===== config.mk =====
export PLATFORM = sky130hd
export DESIGN_NAME = serial_frame_gen
export DESIGN_NICKNAME = d
export VERILOG_FILES = /design/src/rtl/serial_frame_gen.sv
export SDC_FILE = /design/constraint.sdc
export NUM_CORES = 1
export LEC_CHECK = 0
export ABC_AREA = 1
export BUFFER_PORTS_ARGS = -buffer_cell sky130_fd_sc_hd__buf_2
export CORE_MARGIN = 10
export CORE_UTILIZATION = 53
export CTS_BUF_LIST = sky130_fd_sc_hd__clkbuf_4
export CTS_CLUSTER_SIZE = 14
export DETAILED_ROUTE_END_ITERATION = 8
export PLACE_DENSITY = 0.78
export SKIP_LAST_GASP = 1
export SLEW_MARGIN = 20
export SYNTH_ARGS = -nofsm -noshare
export SYNTH_HDL_FRONTEND = slang
export SYNTH_SLANG_ARGS = --single-unit
export TNS_END_PERCENT = 50

===== constraint.sdc =====
create_clock -name clk -period 1.45 [get_ports clk]
set_input_delay 0.2175 -clock clk [delete_from_list [all_inputs] [get_ports clk]]
set_output_delay 0.2175 -clock clk [all_outputs]
set_load 0.05 [all_outputs]

===== src/rtl/serial_frame_gen.sv =====
// Serialises a frame MSB-first: N_SYNC COM symbols, n_words handshaked data
// symbols (COM filler on underrun, word retried), then N_TAIL COM symbols.
module serial_frame_gen #(
  parameter int               WIDTH  = 8,
  parameter logic [WIDTH-1:0] COM    = WIDTH'(8'hBC),
  parameter int               N_SYNC = 4,
  parameter int               N_TAIL = 2,
  parameter int               CNT_W  = 8
) (
  input  logic             clk,
  input  logic             reset,
  input  logic             start,
  input  logic [CNT_W-1:0] n_words,
  input  logic [WIDTH-1:0] data_in,
  input  logic             data_valid,
  output logic             data_ready,
  output logic             out_tx,
  output logic             out_active,
  output logic             busy,
  output logic             done,
  output logic             underrun
);

  localparam int               BW        = (WIDTH > 1) ? $clog2(WIDTH) : 1;
  localparam logic [BW-1:0]    BIT_LAST  = BW'(WIDTH - 1);
  localparam logic [CNT_W-1:0] SYNC_LAST = CNT_W'(N_SYNC - 1);
  localparam logic [CNT_W-1:0] TAIL_LAST = CNT_W'(N_TAIL - 1);

  typedef enum logic [1:0] {IDLE, SYNC, DATA, TAIL} state_t;

  state_t           state, state_next;
  logic [WIDTH-1:0] shreg, shreg_next;
  logic [BW-1:0]    bit_cnt, bit_cnt_next;
  logic [CNT_W-1:0] sym_cnt, sym_cnt_next;
  logic [CNT_W-1:0] words_left, words_left_next;
  logic             underrun_next;
  logic             done_next;
  logic             boundary;

  always_ff @(posedge clk) begin
    if (reset) begin
      state      <= IDLE;
      shreg      <= '0;
      bit_cnt    <= '0;
      sym_cnt    <= '0;
      words_left <= '0;
      underrun   <= 1'b0;
      done       <= 1'b0;
    end else begin
      state      <= state_next;
      shreg      <= shreg_next;
      bit_cnt    <= bit_cnt_next;
      sym_cnt    <= sym_cnt_next;
      words_left <= words_left_next;
      underrun   <= underrun_next;
      done       <= done_next;
    end
  end

  assign boundary   = (bit_cnt == BIT_LAST);
  assign busy       = (state != IDLE);
  assign out_active = busy;
  assign out_tx     = busy & shreg[WIDTH-1];

  always_comb begin
    state_next      = state;
    shreg_next      = {shreg[WIDTH-2:0], 1'b0};
    bit_cnt_next    = boundary ? '0 : bit_cnt + 1'b1;
    sym_cnt_next    = sym_cnt;
    words_left_next = words_left;
    underrun_next   = underrun;
    done_next       = 1'b0;
    data_ready      = 1'b0;

    unique case (state)
      IDLE: begin
        shreg_next   = '0;
        bit_cnt_next = '0;
        if (start) begin
          state_next      = SYNC;
          shreg_next      = COM;
          sym_cnt_next    = '0;
          words_left_next = n_words;
          underrun_next   = 1'b0;
        end
      end
      SYNC: begin
        if (boundary) begin
          shreg_next = COM;
          if (sym_cnt == SYNC_LAST) begin
            sym_cnt_next = '0;
            if (words_left != '0) begin
              state_next = DATA;
              data_ready = 1'b1;
            end else begin
              state_next = TAIL;
            end
          end else begin
            sym_cnt_next = sym_cnt + 1'b1;
          end
        end
      end
      DATA: begin
        // A filler symbol keeps us in DATA with words_left untouched, so the
        // same word is requested again at the next boundary.
        if (boundary) begin
          shreg_next = COM;
          if (words_left != '0) begin
            data_ready = 1'b1;
          end else begin
            state_next   = TAIL;
            sym_cnt_next = '0;
          end
        end
      end
      TAIL: begin
        if (boundary) begin
          shreg_next = COM;
          if (sym_cnt == TAIL_LAST) begin
            state_next   = IDLE;
            shreg_next   = '0;
            sym_cnt_next = '0;
            done_next    = 1'b1;
          end else begin
            sym_cnt_next = sym_cnt + 1'b1;
          end
        end
      end
      default: state_next = IDLE;
    endcase

    if (data_ready) begin
      if (data_valid) begin
        shreg_next      = data_in;
        words_left_next = words_left - 1'b1;
      end else begin
        underrun_next = 1'b1;
      end
    end
  end

endmodule

==> PnR_summary.wiki, run 1 <==
{| class="wikitable"
! Metric !! Value
|-
| Run status || complete, but fails checks
|-
| Violated checks || setup timing
|-
| 1st-pass router iterations || 5
|-
| Total core area || 3363 um^2
|-
| Count of pins on the block boundary || 26
|-
| Latest clock arrival within the worst-skew pair || around 0.36 ns
|-
| Power per cell area || 1989 nW/um^2
|-
| Post-Route WL || between 6 and 7 mm
|-
| Yosys top cell by area || sky130_fd_sc_hd__dfxtp_1
|-
| CTS tree || built
|-
| Longest Clk Path Bufs || 2
|-
| FMAX || approximately 530 MHz
|-
| Number of global-route vias before repair || around 2100
|-
| Met3 usage || 0.05180
|-
| Iteration-0 DRC Markers || around 230
|-
| Crit-path leading delay family || simple AND/OR/NAND/NOR gates
|-
| Number of cell instances on the worst register-to-register path || 14
|-
| Die outline area || between 6000 and 7000 um^2
|-
| Number of instances in the synthesized netlist || 271
|-
| Number of nets in the synthesized netlist || approximately 300
|-
| Final setup vio count || 33
|-
| Post-synthesis area per instance || ~6.8 um^2
|-
| Critical path data required time || around 1.7 ns
|-
| Final critical delay including setup and external delays || 1.879 ns
|-
| Crit end category || register
|-
| Total inserted antenna cells || 0
|-
| Final estimated routing congestion in global placement || approximately 0.87
|-
| Delay of the slowest cell on the worst path || about 0.35 ns
|-
| Number of endpoints with negative hold slack in the final report || 0
|-
| Mapped cell area || 1846 um^2
|-
| Number of instances on the worst hold path || 3
|-
| Dpl ws || -0.1091 ns
|-
| Initial Utilization || 0.5487
|-
| Slew at the pin with the worst max-slew slack || roughly 0.33 ns
|-
| Fill cells || between 200 and 250
|-
| Area delta synth->final || 54.64%
|-
| Sum of buffers and inverters on the critical path || 5
|-
| Count of cell types in the netlist || 29
|-
| Count of flip-flops with a built-in enable after synthesis || 0
|-
| Post-synthesis sequential element count || 31
|-
| HPWL after detailed placement || 3.417 mm
|-
| Commonest register cell after synthesis || sky130_fd_sc_hd__dfxtp_1
|-
| Unrepaired setup endpoints after global routing || yes
|-
| Number of nets in the finished design || around 390
|-
| Die extent in y || a little under 80 um
|-
| Worst max-slew margin expressed relative to the limit || 0.7824
|-
| Share of the yosys chip area belonging to registers || 0.3363
|-
| Global routing met1 resource utilization || 0.2052
|-
| Area occupied by registers || ~630 um^2
|-
| Clock edge transition at the registers on the reported setup and hold paths || ~0.11 ns
|-
| Total routing resource utilization after global routing || 0.1897
|-
| CP startpoint kind || register
|-
| Area fraction of the dominant cell type after synthesis || 0.3363
|-
| Area contributors post-synth || sky130_fd_sc_hd__dfxtp_1 34%, sky130_fd_sc_hd__nand2_1 13%, sky130_fd_sc_hd__nor2_1 9.6%
|-
| Max Fanout on Critical Path || 5
|-
| Cell with the most instances on the worst path || sky130_fd_sc_hd__nand2_2
|-
| Post-route fraction of the period consumed by the critical path || 1.296
|-
| Area taken by multi-input logic gates || between 1000 and 1500 um^2
|-
| Number of sinks driven by the clock tree || 31
|-
| Total of buffers placed on input and output ports || 25
|-
| Class of the tightest hold or removal check || in2reg
|-
| Inserted Clock Buffers || 5
|-
| Routed via count || about 2200
|-
| Total number of yosys warnings || 0
|-
| Layer carrying the most global-route usage || met2
|-
| Standard cell area after detailed placement || about 2300 um^2
|-
| Worst-case setup margin in the final layout || -0.4295 ns
|-
| Row count || 21
|-
| Fraction of final layout cells sized beyond drive strength 1 || 0.4622
|-
| Via density || 5.479
|-
| Level count of the clock H-tree || 2
|-
| Crit. path cell count || 14
|-
| Data arrival time of the critical path || about 2.2 ns
|-
| Routed len/inst || about 17 um
|-
| CP max-delay cell || sky130_fd_sc_hd__dfxtp_2
|-
| Setup Skew || roughly 0.012 ns
|-
| Global-route wire length before repair || approximately 9.6 mm
|-
| Routing usage on met2 || 0.3426
|-
| Fraction of registers with async set or reset after synthesis || 0
|-
| Worst IR drop on VDD || around 1500 uV
|-
| Number of violations of the max-capacitance limit || 0
|-
| Area of all placed cells without fillers || between 2000 and 3000 um^2
|-
| X dimension of the die || 79.01 um
|-
| Total DRC errors in the routed layout || 0
|-
| Gr ovfl total || 0
|-
| Number of antenna violations at the first check in global routing || 0
|-
| Antenna-violating nets left || 0
|-
| Maximum number of pins on one net before global-route repair || 14
|-
| Static leakage power || around 0.0013 uW
|-
| Ordered cell list for the critical path || buf_6, buf_6, ha_4, nor2_4, nand2_2, a21oi_2, nand2_2, inv_4, buf_12, buf_12, nand2_2, nand2_2, nand2_1, nor2_1
|-
| Final count of pins violating max slew || 0
|-
| Clk root buf || sky130_fd_sc_hd__clkbuf_4
|-
| Kind of critical path || reg2reg
|}
-- synthesized netlist by cell type (2+ instances only) --
cell	instances
sky130_fd_sc_hd__mux2_2	4
sky130_fd_sc_hd__inv_1	28
sky130_fd_sc_hd__nor2_2	8
sky130_fd_sc_hd__buf_2	2
sky130_fd_sc_hd__inv_2	2
sky130_fd_sc_hd__nor2_1	47
sky130_fd_sc_hd__nand2_1	66
sky130_fd_sc_hd__a21oi_1	16
sky130_fd_sc_hd__nand4_1	2
sky130_fd_sc_hd__o21ai_0	4
sky130_fd_sc_hd__buf_6	2
sky130_fd_sc_hd__xnor2_1	5
sky130_fd_sc_hd__o21ai_1	6
sky130_fd_sc_hd__nand2_2	5
sky130_fd_sc_hd__o21ai_2	3
sky130_fd_sc_hd__nand3_1	19
sky130_fd_sc_hd__dfxtp_1	31
sky130_fd_sc_hd__ha_1	10
-- worst paths after layout --
| kind | from | end | slack [ns] |
|---|---|---|---|
| setup / recovery | state[0] | sym_cnt[6] | -0.43 |
| hold / removal | data_in[0] | shreg[0] | 0.10 |
| setup reg to reg | state[0] | sym_cnt[6] | -0.43 |
| hold reg to reg | bit_cnt[0] | bit_cnt[0] | 0.46 |
-- metrics by stage --
step	TNS (ns)	total power, uW	utilization	hold WS [ns]	std cells
after floorplan	-0.1722	2747	-	0.3458	271
after global placement	-0.2417	3416	0.6778	0.4055	370
after detailed placement	-0.8151	3456	0.6778	0.4168	370
after CTS	-3.253	5232	0.8129	0.08960	397
after global routing	-10.34	5938	0.8486	0.1028	403
final	-7.580	5676	0.8486	0.1003	403
-- worst min-delay path, cell delays in order --
cell	delay (ns)
sky130_fd_sc_hd__buf_2	0.09
sky130_fd_sc_hd__nand2_1	0.06
sky130_fd_sc_hd__nor2_1	0.05
-- layout by cell type, fill, tap and decap left out, types with 6 or more instances in the layout --
cell type                  n
sky130_fd_sc_hd__dfxtp_2   6
sky130_fd_sc_hd__nand2_1  51
sky130_fd_sc_hd__a21oi_2   6
sky130_fd_sc_hd__inv_1    22
sky130_fd_sc_hd__nand2_2  17
sky130_fd_sc_hd__nor2_1   45
sky130_fd_sc_hd__buf_4    49
sky130_fd_sc_hd__nand3_1  17
sky130_fd_sc_hd__buf_2    21
sky130_fd_sc_hd__dfxtp_1  24
sky130_fd_sc_hd__o21ai_2   6
sky130_fd_sc_hd__buf_6     9
sky130_fd_sc_hd__a21oi_1  11
-- kinds of logic (layout without fill, tap and decap cells) --
logic type,Yosys count,in the layout,synth area share
AOI/OAI and AO/OA,31,31,0.09357
xor gates and xnor gates,6,6,0.02847
adders and majority gates,10,10,0.06780
buffers and inverters,38,124,0.09627
DFF,31,31,0.3363
muxes,4,4,0.02441
and+or+nand+nor,151,151,0.3532
-- state kept, by name, indices dropped and copies added, names as in the netlist --
signal	flops
underrun	1
state	2
sym_cnt	8
words_left	8
done	1
bit_cnt	3
shreg	8
-- power breakdown --
| part | switching (uW) | leakage [uW] | internal (uW) |
|---|---|---|---|
| Combinational | 1960 | 0.00101 | 1720 |
| Sequential | 95.2 | 0.000256 | 999 |
| Clock | 359 | 0.0000514 | 536 |
| Total | 2420 | 0.00132 | 3260 |
-- final cells by class --
class / count / share of cell area
clock buffer: 5 / 0.01315
clock inverter: 3 / 0.02367
inverter: 31 / 0.04910
multi-input combinational: 202 / 0.4327
sequential: 31 / 0.2214
tap: 46 / 0.02017
timing repair buffer: 85 / 0.2398
-- per-layer routing --
layer	wire length, um	vias to the layer above
met1	2644	1007
met3	550	45
met4	332	0
li1	-	1022
met2	3375	134
met5	0	-
-- what timing repair did --
item,4_1_cts,5_1_grt
pin swaps,8,15
setup endpoints to repair,29,33
resized for setup,47,26
cloned,1,0
buffers inserted,19,7
hold buffers,0,0
Note: power is estimated with default switching activity, not from simulation.
==> run 2: changes to the inputs <==
--- a/config.mk
+++ b/config.mk
@@ -7,7 +7,6 @@
 export LEC_CHECK = 0
 export ABC_AREA = 1
 export BUFFER_PORTS_ARGS = -buffer_cell sky130_fd_sc_hd__buf_2
-export CORE_MARGIN = 10
 export CORE_UTILIZATION = 53
 export CTS_BUF_LIST = sky130_fd_sc_hd__clkbuf_4
 export CTS_CLUSTER_SIZE = 14
==> run 2 against run 1 <==
Against the previous run: the run still ends with setup timing left; cell count down 3.2%; clock power shrank 44%; via count fell by 12%; sequential cell count did not move; global-route usage is 9.4 points higher; worst setup slack improved by 0.18 ns; critical path depth down 7; fmax is 11% higher; critical endpoint is now data_ready; highest routed layer unchanged.
==> PnR_summary.wiki, run 2 (same netlist as run 1, synthesis figures left out) <==
{| class="wikitable"
! Metric !! Value
|-
| Run status || complete, but fails checks
|-
| Violated checks || setup timing
|-
| Number of endpoints with negative hold slack in the final report || 0
|-
| Iteration-0 DRC Markers || 95
|-
| Latest clock arrival within the worst-skew pair || about 0.35 ns
|-
| Power per cell area || ~1900 nW/um^2
|-
| Area delta synth->final || 44.47%
|-
| Number of sinks driven by the clock tree || 31
|-
| Inserted Clock Buffers || 5
|-
| Number of antenna violations at the first check in global routing || 0
|-
| Static leakage power || roughly 0.0012 uW
|-
| Top flop regs || shreg (8), sym_cnt (8), words_left (8)
|-
| Utilization of the core after routing || 0.7990
|-
| Count of pins on the block boundary || 26
|-
| Commonest non-fill, non-tap cells in the layout || 57 x sky130_fd_sc_hd__nand2_1, 46 x sky130_fd_sc_hd__nor2_1, 43 x sky130_fd_sc_hd__buf_4
|-
| Initial Utilization || 0.5531
|-
| Antenna-violating nets left || 0
|-
| Post-route fraction of the period consumed by the critical path || 1.169
|-
| Total DRC errors in the routed layout || 0
|-
| Total inserted antenna cells || 0
|-
| Gr ovfl total || 0
|-
| Final count of pins violating max slew || 0
|-
| Data arrival time of the critical path || ~1.5 ns
|-
| Final setup vio count || 28
|-
| Unrepaired setup endpoints after global routing || yes
|-
| CP max-delay cell || sky130_fd_sc_hd__dfxtp_2
|-
| Class of the tightest hold or removal check || in2reg
|-
| FMAX || roughly 600 MHz
|-
| Routed via count || ~1900
|-
| Number of nets in the finished design || 373
|-
| Critical path data required time || 1.23 ns
|-
| Slew at the pin with the worst max-slew slack || ~0.29 ns
|-
| Worst max-slew margin expressed relative to the limit || 0.8093
|-
| Final estimated routing congestion in global placement || approximately 0.77
|-
| Fraction of final layout cells sized beyond drive strength 1 || 0.4041
|-
| Final critical delay including setup and external delays || 1.695 ns
|-
| Standard cell area after detailed placement || 2280 um^2
|-
| Longest Clk Path Bufs || 2
|-
| Maximum number of pins on one net before global-route repair || 19
|-
| Area of all placed cells without fillers || approximately 2700 um^2
|-
| Clock edge transition at the registers on the reported setup and hold paths || 0.11 ns
|-
| Number of violations of the max-capacitance limit || 0
|-
| Count of placed standard cells in the final layout, fillers left out || around 400
|-
| Routed len/inst || 12.58 um
|-
| Worst IR drop on VDD || between 1000 and 1500 uV
|-
| Sum of buffers and inverters on the critical path || 3
|-
| Total of buffers placed on input and output ports || 25
|-
| Row count || 21
|-
| CTS tree || built
|-
| Total routing resource utilization after global routing || 0.2838
|-
| Leading cell type in the layout, fill and taps excluded || sky130_fd_sc_hd__nand2_1
|-
| Crit-path leading delay family || flip-flops
|-
| Placed Instances || 370
|-
| Level count of the clock H-tree || 2
|-
| Number of global-route vias before repair || between 1500 and 2000
|-
| Setup Skew || between 0.015 and 0.02 ns
|-
| Crit end category || output pin
|-
| Delay of the slowest cell on the worst path || between 0.3 and 0.4 ns
|-
| Max Fanout on Critical Path || 3
|-
| Ordered cell list for the critical path || inv_2, ha_4, nand2_4, nor2_4, nand2_2, clkinvlp_4, buf_8
|-
| 1st-pass router iterations || 5
|-
| Post-Route WL || 4.906 mm
|-
| HPWL after detailed placement || 3.264 mm
|-
| Kind of critical path || reg2out
|-
| Global-route wire length before repair || 7.679 mm
|-
| Total core area || around 3300 um^2
|-
| X dimension of the die || 61.01 um
|-
| Die outline area || approximately 3700 um^2
|-
| Worst-case setup margin in the final layout || -0.2453 ns
|-
| Via density || 4.987
|-
| CP startpoint kind || register
|-
| Die extent in y || a little over 60 um
|-
| Clk root buf || sky130_fd_sc_hd__clkbuf_4
|}
==> run 2: cell types whose count changed in the layout (fill, tap and decap cells not counted), moves of 3 or more <==
cell                      before  now
sky130_fd_sc_hd__a21oi_1      11   15
sky130_fd_sc_hd__a21oi_2       6    2
sky130_fd_sc_hd__buf_12        4    1
sky130_fd_sc_hd__buf_4        49   43
sky130_fd_sc_hd__buf_6         9    4
sky130_fd_sc_hd__nand2_1      51   57
sky130_fd_sc_hd__nand2_2      17   10
sky130_fd_sc_hd__o21ai_1       3    6
sky130_fd_sc_hd__o21ai_2       6    1
==> run 2: per-stage QoR <==
step	TNS, ns	setup WS (ns)	hold WS (ns)	total power [uW]
after floorplan	-0.1722	-0.02901	0.3458	2747
after global placement	-0.5700	-0.07753	0.4064	3487
after detailed placement	-1.349	-0.1308	0.4184	3546
after CTS	-2.207	-0.2582	0.08777	4724
after global routing	-5.766	-0.3255	0.07177	5267
final	-3.258	-0.2453	0.08537	4956
==> run 2: cell type report <==
type,count,area [um^2]
clock buffers,5,37.54
clock inverters,3,15.01
multi-input cells,202,1231
fillers,238,670.6
flip-flops and latches,31,634.4
well taps,46,57.56
inverters,31,135.1
repair buffers,72,555.5
==> run 2: what timing repair did <==
| item | 4_1_cts | 5_1_grt |
|---|---|---|
| pin swaps | 18 | 14 |
| hold buffers | 0 | 0 |
| endpoints found under the setup margin | 30 | 32 |
| resized for setup | 45 | 13 |
| buffers inserted | 10 | 3 |
| gates cloned | 1 | 0 |
==> run 2: tightest hold or removal path: stages <==
cell                      delay, ns
sky130_fd_sc_hd__buf_2         0.09
sky130_fd_sc_hd__nand2_1       0.05
sky130_fd_sc_hd__nor2_1        0.04
==> run 2: worst paths after layout <==
kind                      start             to  slack (ns)  cells past startpoint
hold / removal       data_in[0]       shreg[0]        0.09                      3
hold reg to reg   words_left[0]  words_left[0]        0.43                      1
setup / recovery       state[1]     data_ready       -0.25                      7
setup reg to reg  words_left[1]     sym_cnt[2]       -0.22                     12
==> run 2: layer usage <==
layer	global-route usage	part of all wire	vias to the layer above
li1	-	-	994
met1	0.3351	0.41	876
met2	0.5086	0.52	65
met3	0.06092	0.057	10
met4	0.1006	0.017	0
met5	0	0	-
==> run 2: report_power, final <==
| part | total, uW | leakage [uW] | switching, uW | internal [uW] |
|---|---|---|---|---|
| clock | 501 | 0.0000263 | 324 | 178 |
| combinational | 3370 | 0.000934 | 1740 | 1630 |
| sequential | 1090 | 0.000257 | 86.1 | 1000 |
| total | 4960 | 0.00122 | 2150 | 2810 |
